`src/rtl/neuron_seq_sched_if.sv`:
```
// Interface bundling the sample, result and config buses of neuron_seq_sched.
//   in_valid/in_ready/x0/x1  : sample handshake from the pin wrapper
//   out_valid/out_ready/y/hidden : result handshake to the consumer
//   cfg_we/cfg_addr/cfg_wdata/cfg_err : config bank write port
//   busy                     : scheduler is not idle
// Modports: master = wrapper/consumer side, slave = scheduler side.
interface neuron_seq_sched_if #(
  parameter int unsigned XW   = 4,
  parameter int unsigned ACCW = 10
);
  logic            in_valid;
  logic            in_ready;
  logic [XW-1:0]   x0;
  logic [XW-1:0]   x1;
  logic            out_valid;
  logic            out_ready;
  logic            y;
  logic [1:0]      hidden;
  logic            cfg_we;
  logic [3:0]      cfg_addr;
  logic [ACCW-1:0] cfg_wdata;
  logic            cfg_err;
  logic            busy;

  modport master (
    output in_valid, x0, x1, out_ready, cfg_we, cfg_addr, cfg_wdata,
    input  in_ready, out_valid, y, hidden, cfg_err, busy
  );

  modport slave (
    input  in_valid, x0, x1, out_ready, cfg_we, cfg_addr, cfg_wdata,
    output in_ready, out_valid, y, hidden, cfg_err, busy
  );
endinterface

```
`src/rtl/neuron_seq_sched.sv`:
```
// Time-multiplexed scheduler for a 2-2-1 threshold-neuron network. One shared
// multiply-accumulate/compare unit evaluates H0, H1 and then O, one per cycle.
// Per-neuron W0/W1/BIAS/THRESH live in a config bank writable while idle.
// Ports:
//   clk     : rising-edge clock
//   rst_n   : asynchronous active-low reset (also restores config defaults)
//   bus_io  : slave side of neuron_seq_sched_if (sample in, result out, config)
module neuron_seq_sched #(
  parameter int unsigned XW   = 4,
  parameter int unsigned WW   = 4,
  parameter int unsigned ACCW = 10
) (
  input logic               clk,
  input logic               rst_n,
  neuron_seq_sched_if.slave bus_io
);
  // One spare bit so W0*a + W1*b + BIAS never wraps.
  localparam int unsigned SW = ACCW + 1;

  localparam logic [2:0] StIdle   = 3'd0;
  localparam logic [2:0] StEvalH0 = 3'd1;
  localparam logic [2:0] StEvalH1 = 3'd2;
  localparam logic [2:0] StEvalO  = 3'd3;
  localparam logic [2:0] StDone   = 3'd4;

  logic [2:0]    state_q, state_d;
  logic [XW-1:0] x0_q, x0_d, x1_q, x1_d;
  logic          h0_q, h0_d, h1_q, h1_d, y_q, y_d;
  logic [1:0]    hidden_q, hidden_d;
  logic          out_valid_q, out_valid_d;
  logic          cfg_err_q, cfg_err_d;

  // Config bank, index 0=H0, 1=H1, 2=O.
  logic [WW-1:0]   w0_q     [3];
  logic [WW-1:0]   w1_q     [3];
  logic [ACCW-1:0] bias_q   [3];
  logic [ACCW-1:0] thresh_q [3];

  logic          cfg_ok;
  logic [1:0]    cfg_neuron, cfg_field;
  logic [1:0]    sel;
  logic [XW-1:0] op_a, op_b;
  logic [SW-1:0] sum;
  logic          fire;

  assign cfg_neuron = bus_io.cfg_addr[3:2];
  assign cfg_field  = bus_io.cfg_addr[1:0];
  assign cfg_ok     = bus_io.cfg_we && (state_q == StIdle) && (cfg_neuron != 2'd3);
  assign cfg_err_d  = bus_io.cfg_we && !cfg_ok;

  // Shared MAC/compare datapath: operands and coefficients picked by state.
  always_comb begin
    sel  = 2'd0;
    op_a = x0_q;
    op_b = x1_q;
    case (state_q)
      StEvalH1: sel = 2'd1;
      StEvalO: begin
        sel  = 2'd2;
        op_a = {{(XW-1){1'b0}}, h0_q};
        op_b = {{(XW-1){1'b0}}, h1_q};
      end
      default: sel = 2'd0;
    endcase
    sum  = {{(SW-WW){1'b0}}, w0_q[sel]} * {{(SW-XW){1'b0}}, op_a}
         + {{(SW-WW){1'b0}}, w1_q[sel]} * {{(SW-XW){1'b0}}, op_b}
         + {1'b0, bias_q[sel]};
    fire = (sum >= {1'b0, thresh_q[sel]});
  end

  always_comb begin
    state_d     = state_q;
    x0_d        = x0_q;
    x1_d        = x1_q;
    h0_d        = h0_q;
    h1_d        = h1_q;
    y_d         = y_q;
    hidden_d    = hidden_q;
    out_valid_d = out_valid_q;
    case (state_q)
      StIdle: begin
        if (bus_io.in_valid) begin
          x0_d    = bus_io.x0;
          x1_d    = bus_io.x1;
          state_d = StEvalH0;
        end
      end
      StEvalH0: begin
        h0_d    = fire;
        state_d = StEvalH1;
      end
      StEvalH1: begin
        h1_d    = fire;
        state_d = StEvalO;
      end
      StEvalO: begin
        y_d         = fire;
        hidden_d    = {h1_q, h0_q};
        out_valid_d = 1'b1;
        state_d     = StDone;
      end
      StDone: begin
        if (bus_io.out_ready) begin
          out_valid_d = 1'b0;
          state_d     = StIdle;
        end
      end
      default: state_d = StIdle;
    endcase
  end

  always_ff @(posedge clk or negedge rst_n) begin
    if (!rst_n) begin
      state_q     <= StIdle;
      x0_q        <= '0;
      x1_q        <= '0;
      h0_q        <= 1'b0;
      h1_q        <= 1'b0;
      y_q         <= 1'b0;
      hidden_q    <= 2'b00;
      out_valid_q <= 1'b0;
      cfg_err_q   <= 1'b0;
    end else begin
      state_q     <= state_d;
      x0_q        <= x0_d;
      x1_q        <= x1_d;
      h0_q        <= h0_d;
      h1_q        <= h1_d;
      y_q         <= y_d;
      hidden_q    <= hidden_d;
      out_valid_q <= out_valid_d;
      cfg_err_q   <= cfg_err_d;
    end
  end

  always_ff @(posedge clk or negedge rst_n) begin
    if (!rst_n) begin
      w0_q[0] <= WW'(2);  w1_q[0] <= WW'(1);  bias_q[0] <= ACCW'(1);  thresh_q[0] <= ACCW'(6);
      w0_q[1] <= WW'(1);  w1_q[1] <= WW'(3);  bias_q[1] <= ACCW'(2);  thresh_q[1] <= ACCW'(10);
      w0_q[2] <= WW'(2);  w1_q[2] <= WW'(2);  bias_q[2] <= ACCW'(0);  thresh_q[2] <= ACCW'(2);
    end else if (cfg_ok) begin
      unique case (cfg_field)
        2'd0: w0_q[cfg_neuron]     <= bus_io.cfg_wdata[WW-1:0];
        2'd1: w1_q[cfg_neuron]     <= bus_io.cfg_wdata[WW-1:0];
        2'd2: bias_q[cfg_neuron]   <= bus_io.cfg_wdata;
        2'd3: thresh_q[cfg_neuron] <= bus_io.cfg_wdata;
        default: ;
      endcase
    end
  end

  assign bus_io.in_ready  = (state_q == StIdle);
  assign bus_io.busy      = (state_q != StIdle);
  assign bus_io.out_valid = out_valid_q;
  assign bus_io.y         = y_q;
  assign bus_io.hidden    = hidden_q;
  assign bus_io.cfg_err   = cfg_err_q;
endmodule

```
`src/flat_wrapper.sv`:
```
// flat-port wrapper written by rule: the top's interface ports become plain ports
module neuron_seq_sched_flat 
#(
  parameter int unsigned XW   = 4,
  parameter int unsigned WW   = 4,
  parameter int unsigned ACCW = 10
)
  (clk, rst_n, bus_io_in_valid, bus_io_x0, bus_io_x1, bus_io_out_ready, bus_io_cfg_we, bus_io_cfg_addr, bus_io_cfg_wdata, bus_io_in_ready, bus_io_out_valid, bus_io_y, bus_io_hidden, bus_io_cfg_err, bus_io_busy);
  neuron_seq_sched_if #(.XW(XW), .ACCW(ACCW)) bus_io_i ();
  input logic clk;
  input logic rst_n;
  input wire logic [$bits(bus_io_i.in_valid)-1:0] bus_io_in_valid;
  input wire logic [$bits(bus_io_i.x0)-1:0] bus_io_x0;
  input wire logic [$bits(bus_io_i.x1)-1:0] bus_io_x1;
  input wire logic [$bits(bus_io_i.out_ready)-1:0] bus_io_out_ready;
  input wire logic [$bits(bus_io_i.cfg_we)-1:0] bus_io_cfg_we;
  input wire logic [$bits(bus_io_i.cfg_addr)-1:0] bus_io_cfg_addr;
  input wire logic [$bits(bus_io_i.cfg_wdata)-1:0] bus_io_cfg_wdata;
  output wire logic [$bits(bus_io_i.in_ready)-1:0] bus_io_in_ready;
  output wire logic [$bits(bus_io_i.out_valid)-1:0] bus_io_out_valid;
  output wire logic [$bits(bus_io_i.y)-1:0] bus_io_y;
  output wire logic [$bits(bus_io_i.hidden)-1:0] bus_io_hidden;
  output wire logic [$bits(bus_io_i.cfg_err)-1:0] bus_io_cfg_err;
  output wire logic [$bits(bus_io_i.busy)-1:0] bus_io_busy;
  assign bus_io_i.in_valid = bus_io_in_valid;
  assign bus_io_i.x0 = bus_io_x0;
  assign bus_io_i.x1 = bus_io_x1;
  assign bus_io_i.out_ready = bus_io_out_ready;
  assign bus_io_i.cfg_we = bus_io_cfg_we;
  assign bus_io_i.cfg_addr = bus_io_cfg_addr;
  assign bus_io_i.cfg_wdata = bus_io_cfg_wdata;
  assign bus_io_in_ready = bus_io_i.in_ready;
  assign bus_io_out_valid = bus_io_i.out_valid;
  assign bus_io_y = bus_io_i.y;
  assign bus_io_hidden = bus_io_i.hidden;
  assign bus_io_cfg_err = bus_io_i.cfg_err;
  assign bus_io_busy = bus_io_i.busy;
  neuron_seq_sched #(.XW(XW), .WW(WW), .ACCW(ACCW)) u_core (.clk(clk), .rst_n(rst_n), .bus_io(bus_io_i));
endmodule
```
`config.mk`:
```
export PLATFORM = sky130hd
export DESIGN_NAME = neuron_seq_sched_flat
export DESIGN_NICKNAME = d
export VERILOG_FILES = /design/src/rtl/neuron_seq_sched_if.sv /design/src/rtl/neuron_seq_sched.sv /design/src/flat_wrapper.sv
export SDC_FILE = /design/constraint.sdc
export NUM_CORES = 1
export LEC_CHECK = 0
export CORE_ASPECT_RATIO = 0.5
export CORE_MARGIN = 2
export CORE_UTILIZATION = 45
export CTS_CLUSTER_DIAMETER = 40
export DETAILED_ROUTE_END_ITERATION = 16
export PLACE_DENSITY = 0.67
export SLEW_MARGIN = 40
export SYNTH_ARGS = -nofsm -noshare
export SYNTH_HDL_FRONTEND = slang
export SYNTH_SLANG_ARGS = --single-unit
```
`constraint.sdc`:
```
create_clock -name clk -period 10 [get_ports clk]
set_input_delay 2 -clock clk [delete_from_list [all_inputs] [get_ports clk]]
set_output_delay 2 -clock clk [all_outputs]
set_load 0.005 [all_outputs]
```
Yosys cells after proc, flatten, opt, wreduce, memory -nomap -nowiden. Cells that the tools add are included.

Register bits: 102. Latch bits: 0. Memory bits (writable): 0. Memory bits (read-only): 0. Input bits: 27. Output and inout bits: 7. Memories kept: 0.

$add $sub $neg: 2. Multipliers: 2. Divide/modulo/power cells: 0. $lt $le $gt $ge: 4. Equal/unequal tests: 10. Shift operators: 0. Multiplexer cells: 28. Bitwise gates (word level): 2. Reduce and logical (&&, ||, !) cells: 16.

Operators with widths (number): $bwmux W30 (2); $mux W10 (5); $bmux W10 S2 (2); $mux W4 (7); $bwmux W12 (2); $demux W10 S2 (1); $bmux W4 S2 (2); $mul A4 B4 Y8 (2); $pmux W3 S5 (1); $reduce_and A2 Y1 (7); $add A11 B10 Y11 (1); $ge A11 B10 Y1 (1); $add A8 B8 Y9 (1); $demux W4 S2 (1); $eq A3 B2 Y1 const B (2); $ge A3 B3 Y1 const B (2); $mux W3 (2); $ne A2 B2 Y1 const B (3); $not A2 Y3 (2); $eq A2 B2 Y1 const B (2); $logic_and A1 B1 Y1 (4); $pmux W2 S2 (1); $eq A3 B1 Y1 const B (1); $eq A3 B3 Y1 const B (1); 9 further kinds (9).

Longest topological paths before layout.
Depth after elaboration: 10. Depth in mapped cells: 31. Mapped depth without buffers: 29.

Worst setup path after synthesis. No wires, ideal clock.

Path type: register to register. Start point: register u_core.state_q[2]. End point: register u_core.y_q (netlist: u_core.bus_io.y). Setup time: 156 ps. Arrival time: 6535 ps. Data required time: 9844 ps. Path slack: 3310 ps. Stages on the path, launching flop included: 28. Period minus slack after synthesis: 6690 ps. Cells stage by stage: dfrtp_1 > nand2b_1 > clkbuf_1 > buf_1 > nand2_1 > a22o_1 > fa_1 > inv_1 > fa_1 > fa_1 > fa_1 > inv_1 > fa_1 > nor2b_1 > o21ai_0 > a21boi_0 > nor2_1 > ha_1 > or3_1 > nor2_1 > a2bb2oi_1 > xor2_1 > ha_1 > a21o_1 > a21oi_1 > o21ai_0 > a41oi_1 > a41oi_1.

Longest elaborated chain between the ends: 10. Elaborated cells between the ends (all ways): 23. Classes of those cells: 2 x add/sub; 2 x mul; 1 x order compare; 2 x eq/ne; 15 x mux; 1 x bitwise.

RTL lines: from (decl) (RTL line neuron_seq_sched.sv:26) `logic [2:0] state_q, state_d;`; from (signal assigned) (RTL line neuron_seq_sched.sv:114) `state_q <= StIdle;`; from (signal assigned) (RTL line neuron_seq_sched.sv:124) `state_q <= state_d;`; $eq A3 B2 Y1 (on tied branches) (RTL line neuron_seq_sched.sv:56, neuron_seq_sched.sv:80); $pmux W2 S2 (RTL line neuron_seq_sched.sv:56) `case (state_q)`; $not A2 Y3 (not written as such); $bmux W4 S2 (on tied branches) (RTL line neuron_seq_sched.sv:65, neuron_seq_sched.sv:66); $mux W4 (on tied branches) (2 in series) (RTL line neuron_seq_sched.sv:65, neuron_seq_sched.sv:66); $mul A4 B4 Y8 (on tied branches) (RTL line neuron_seq_sched.sv:65, neuron_seq_sched.sv:66); $add A8 B8 Y9 (RTL line neuron_seq_sched.sv:66) `+ {{(SW-WW){1'b0}}, w1_q[sel]} * {{(SW-XW){1'b0}}, op_b}`; $add A11 B10 Y11 (RTL line neuron_seq_sched.sv:67) `+ {1'b0, bias_q[sel]};`; $ge A11 B10 Y1 (RTL line neuron_seq_sched.sv:68) `fire = (sum >= {1'b0, thresh_q[sel]});`; to (signal assigned) (RTL line neuron_seq_sched.sv:129) `y_q <= y_d;`; to (decl) (RTL line neuron_seq_sched.sv:28) `logic h0_q, h0_d, h1_q, h1_d, y_q, y_d;`.

Several ways; a longest one is shown, not always the timed one. The select of a mux whose other input is x is not followed. A chain may end at the register's enable or synchronous reset.

Worst setup path in the final report.
Start point: register u_core.state_q[0]. End point: register u_core.y_q (netlist: u_core.bus_io.y).

Same word-level chain as after synthesis.

==> impl_metrics.json <==
{
  "worstSetupStartpointType": "flip-flop",
  "cts_buffer_depth": 2,
  "endpoint_kind": "flip-flop",
  "die_x_um": 172,
  "path_clk_slew_ns": 0.07,
  "cts-buffers-inserted": 9,
  "finalSetupViolCount": 0,
  "r2r_cells": 25,
  "rows": 30,
  "fin_nets": 666,
  "fp.dieH_um": 87.8,
  "port_buffers": 33,
  "yosys_warnings": 0,
  "area_growth_pct": 12.8,
  "clk_latency_ns": 0.35,
  "drive_above_1_share_pct": 24.4,
  "worst_pin_slew_ns": 0.672,
  "cp_slowest_stage_delay_ns": 0.72,
  "synthArstFlopShare_pct": 100,
  "first_global_vias": 4290,
  "hold_buffers": 0,
  "synth-main-ff-cell": "dfrtp_1",
  "crit_type": "flip-flop to flip-flop",
  "antenna_found_initial": 0,
  "diodes": 0,
  "layout_commonest_cell": "dfrtp_1",
  "worst_r2r_endpoint": "u_core.bus_io.y",
  "min_path_type": "flip-flop to flip-flop",
  "ys_types": 53,
  "post-route-period-util_pct": 72.9,
  "hpwl_um": 9530,
  "drcViolationCount": 0,
  "holdPathEnd": "u_core.bus_io.hidden[1]",
  "overflow": 0,
  "grt_max_degree": 61,
  "ys_seq_area_share_pct": 40.7,
  "crit_slowest_cell": "dfrtp_2",
  "coreArea_mm2": 0.0136,
  "grt_pass1_wl_um": 22400,
  "synth_cells": 553,
  "tritoncts": "done",
  "drt-total-wl_um": 13300,
  "initial_core_util_pct": 46.4,
  "ys_ff_latch": 102,
  "ant_nets": 0,
  "htreeDepth": 3,
  "cts_resized": 0,
  "most-common-layout-cells": "dfrtp_1, mux2_2, ha_1, inv_1, clkdlybuf4s50_1",
  "clock-sinks": 102,
  "fin_skew_ns": 0.00725,
  "fin_crit_ns": 7.29,
  "hold_violations": 0,
  "critPathArrivalTime_ns": 7.49,
  "rsz0062_at_grt": "false",
  "wl_per_cell_um": 17.1,
  "status": "finished clean",
  "synth_nets": 639,
  "globalplace.congestion": 0.852,
  "path_common_cell": "fa_1",
  "slew_violations": 0,
  "dr_total_vias": 4125,
  "required_ns": 10.19,
  "min_from": "u_core.bus_io.hidden[1]",
  "setup_tns_ns": 0,
  "crit_path_max_fanout": 24,
  "vias_per_cell": 5.31,
  "reg2reg_slack_ns": 2.71,
  "avgSynthCellArea_um2": 11.4,
  "drt_iter0_markers": 306,
  "ios": 34,
  "first_pass_iters": 4,
  "dieArea_mm2": 0.0151,
  "cts_setup_buffers": 0,
  "r2r-start": "u_core.state_q[0]",
  "cap_violations": 0,
  "cts_root_buf": "clkbuf_16",
  "synth-edff-count": 0,
  "holdPathStages": 1,
  "syn_area_mm2": 0.00632,
  "max_freq_mhz": 137,
  "relSlewSlack_pct": 55.0,
  "grt_usage_pct": 19.6
}
## final cells by class
class	count	area, um^2
Timing Repair Buffer	38	378
Inverter	39	146
Clock inverter	6	75.1
Multi-Input combinational cell	390	3490
Clock buffer	10	229
Tap cell	192	240
Sequential cell	102	2570
Fill cell	1200	6500
## routing by layer
metal / wire length, um / vias up / part of all wire, % / global-route usage, %
met2: 5810 / 80 / 44 / 30.8
met1: 6600 / 2060 / 50 / 27.6
met4: 249 / 0 / 1.9 / 5.93
li1: - / 1966 / - / -
met5: 0 / - / 0 / 0
met3: 604 / 19 / 4.6 / 4.07
## stage by stage
stage                     util [%]  setup WS (ns)  std cells  hold WS, ns  instance area (um^2)
after detailed placement      49.9           2.76        760        0.465                  6800
after CTS                     52.1           2.72        776        0.481                  7110
after floorplan                  -           3.31        553        0.471                  6320
after global routing          52.3           2.23        777        0.514                  7130
after global placement        49.9           2.91        760        0.462                  6800
final                         52.3           2.71        777        0.473                  7130
## critical path: cells and delay by family, from the launching register on
kind            cells  cell delay (ns)
fa+ha+maj           7             3.06
compound gates      9             1.68
simple gates        6             0.96
flops               1             0.72
buf+inv             2             0.52
xor+xnor            1             0.18
## sequential cells by signal, summed over array words and instances, names as in the netlist, 2 cells and up
register and flops:
u_core.bias_q 30, u_core.bus_io.hidden 2, u_core.state_q 3, u_core.thresh_q 30
u_core.w0_q 12, u_core.w1_q 12, u_core.x0_q 4, u_core.x1_q 4
## cells by family after synthesis
family / share of synthesized area [%]
AND/OR/NAND/NOR: 11.5
multiplexers: 20.8
buffers and inverters: 4.20
XOR/XNOR: 1.53
flip-flops: 40.7
adder cells (fa/ha/maj): 13.9
AO/OA/AOI/OAI: 7.33
## cells in the mapped netlist (3+ instances only)
cell type,n,share of area (%)
mux2_2,83,15
clkbuf_1,13,0.77
nor2b_1,29,2.9
a21boi_0,3,0.36
inv_1,39,2.3
mux2_4,10,2.4
o21a_1,5,0.59
a21oi_1,29,2.3
o21ai_0,19,1.5
nand2_1,30,1.8
fa_1,19,6.0
dfrtp_1,88,35
a31oi_1,3,0.30
dfstp_2,14,5.8
buf_4,3,0.36
buf_1,3,0.18
mux2i_1,23,3.6
xnor2_1,9,1.2
or3_1,3,0.30
nor3b_1,7,0.83
nand2b_1,7,0.69
a21o_1,4,0.48
ha_1,40,7.9
nor2_1,29,1.7
## how the worst max path moves through the flow
stage                            from         endpoint  depth (start not counted)
floorplan           u_core.state_q[2]  u_core.bus_io.y                         27
global placement    u_core.state_q[0]  u_core.bus_io.y                         25
detailed placement  u_core.state_q[0]  u_core.bus_io.y                         25
CTS                 u_core.state_q[0]  u_core.bus_io.y                         25
global route        u_core.state_q[0]  u_core.bus_io.y                         27
finish              u_core.state_q[0]  u_core.bus_io.y                         25
Power is not shown: default switching activity piles up to over one toggle a cycle in this logic, so the estimate is an artifact.
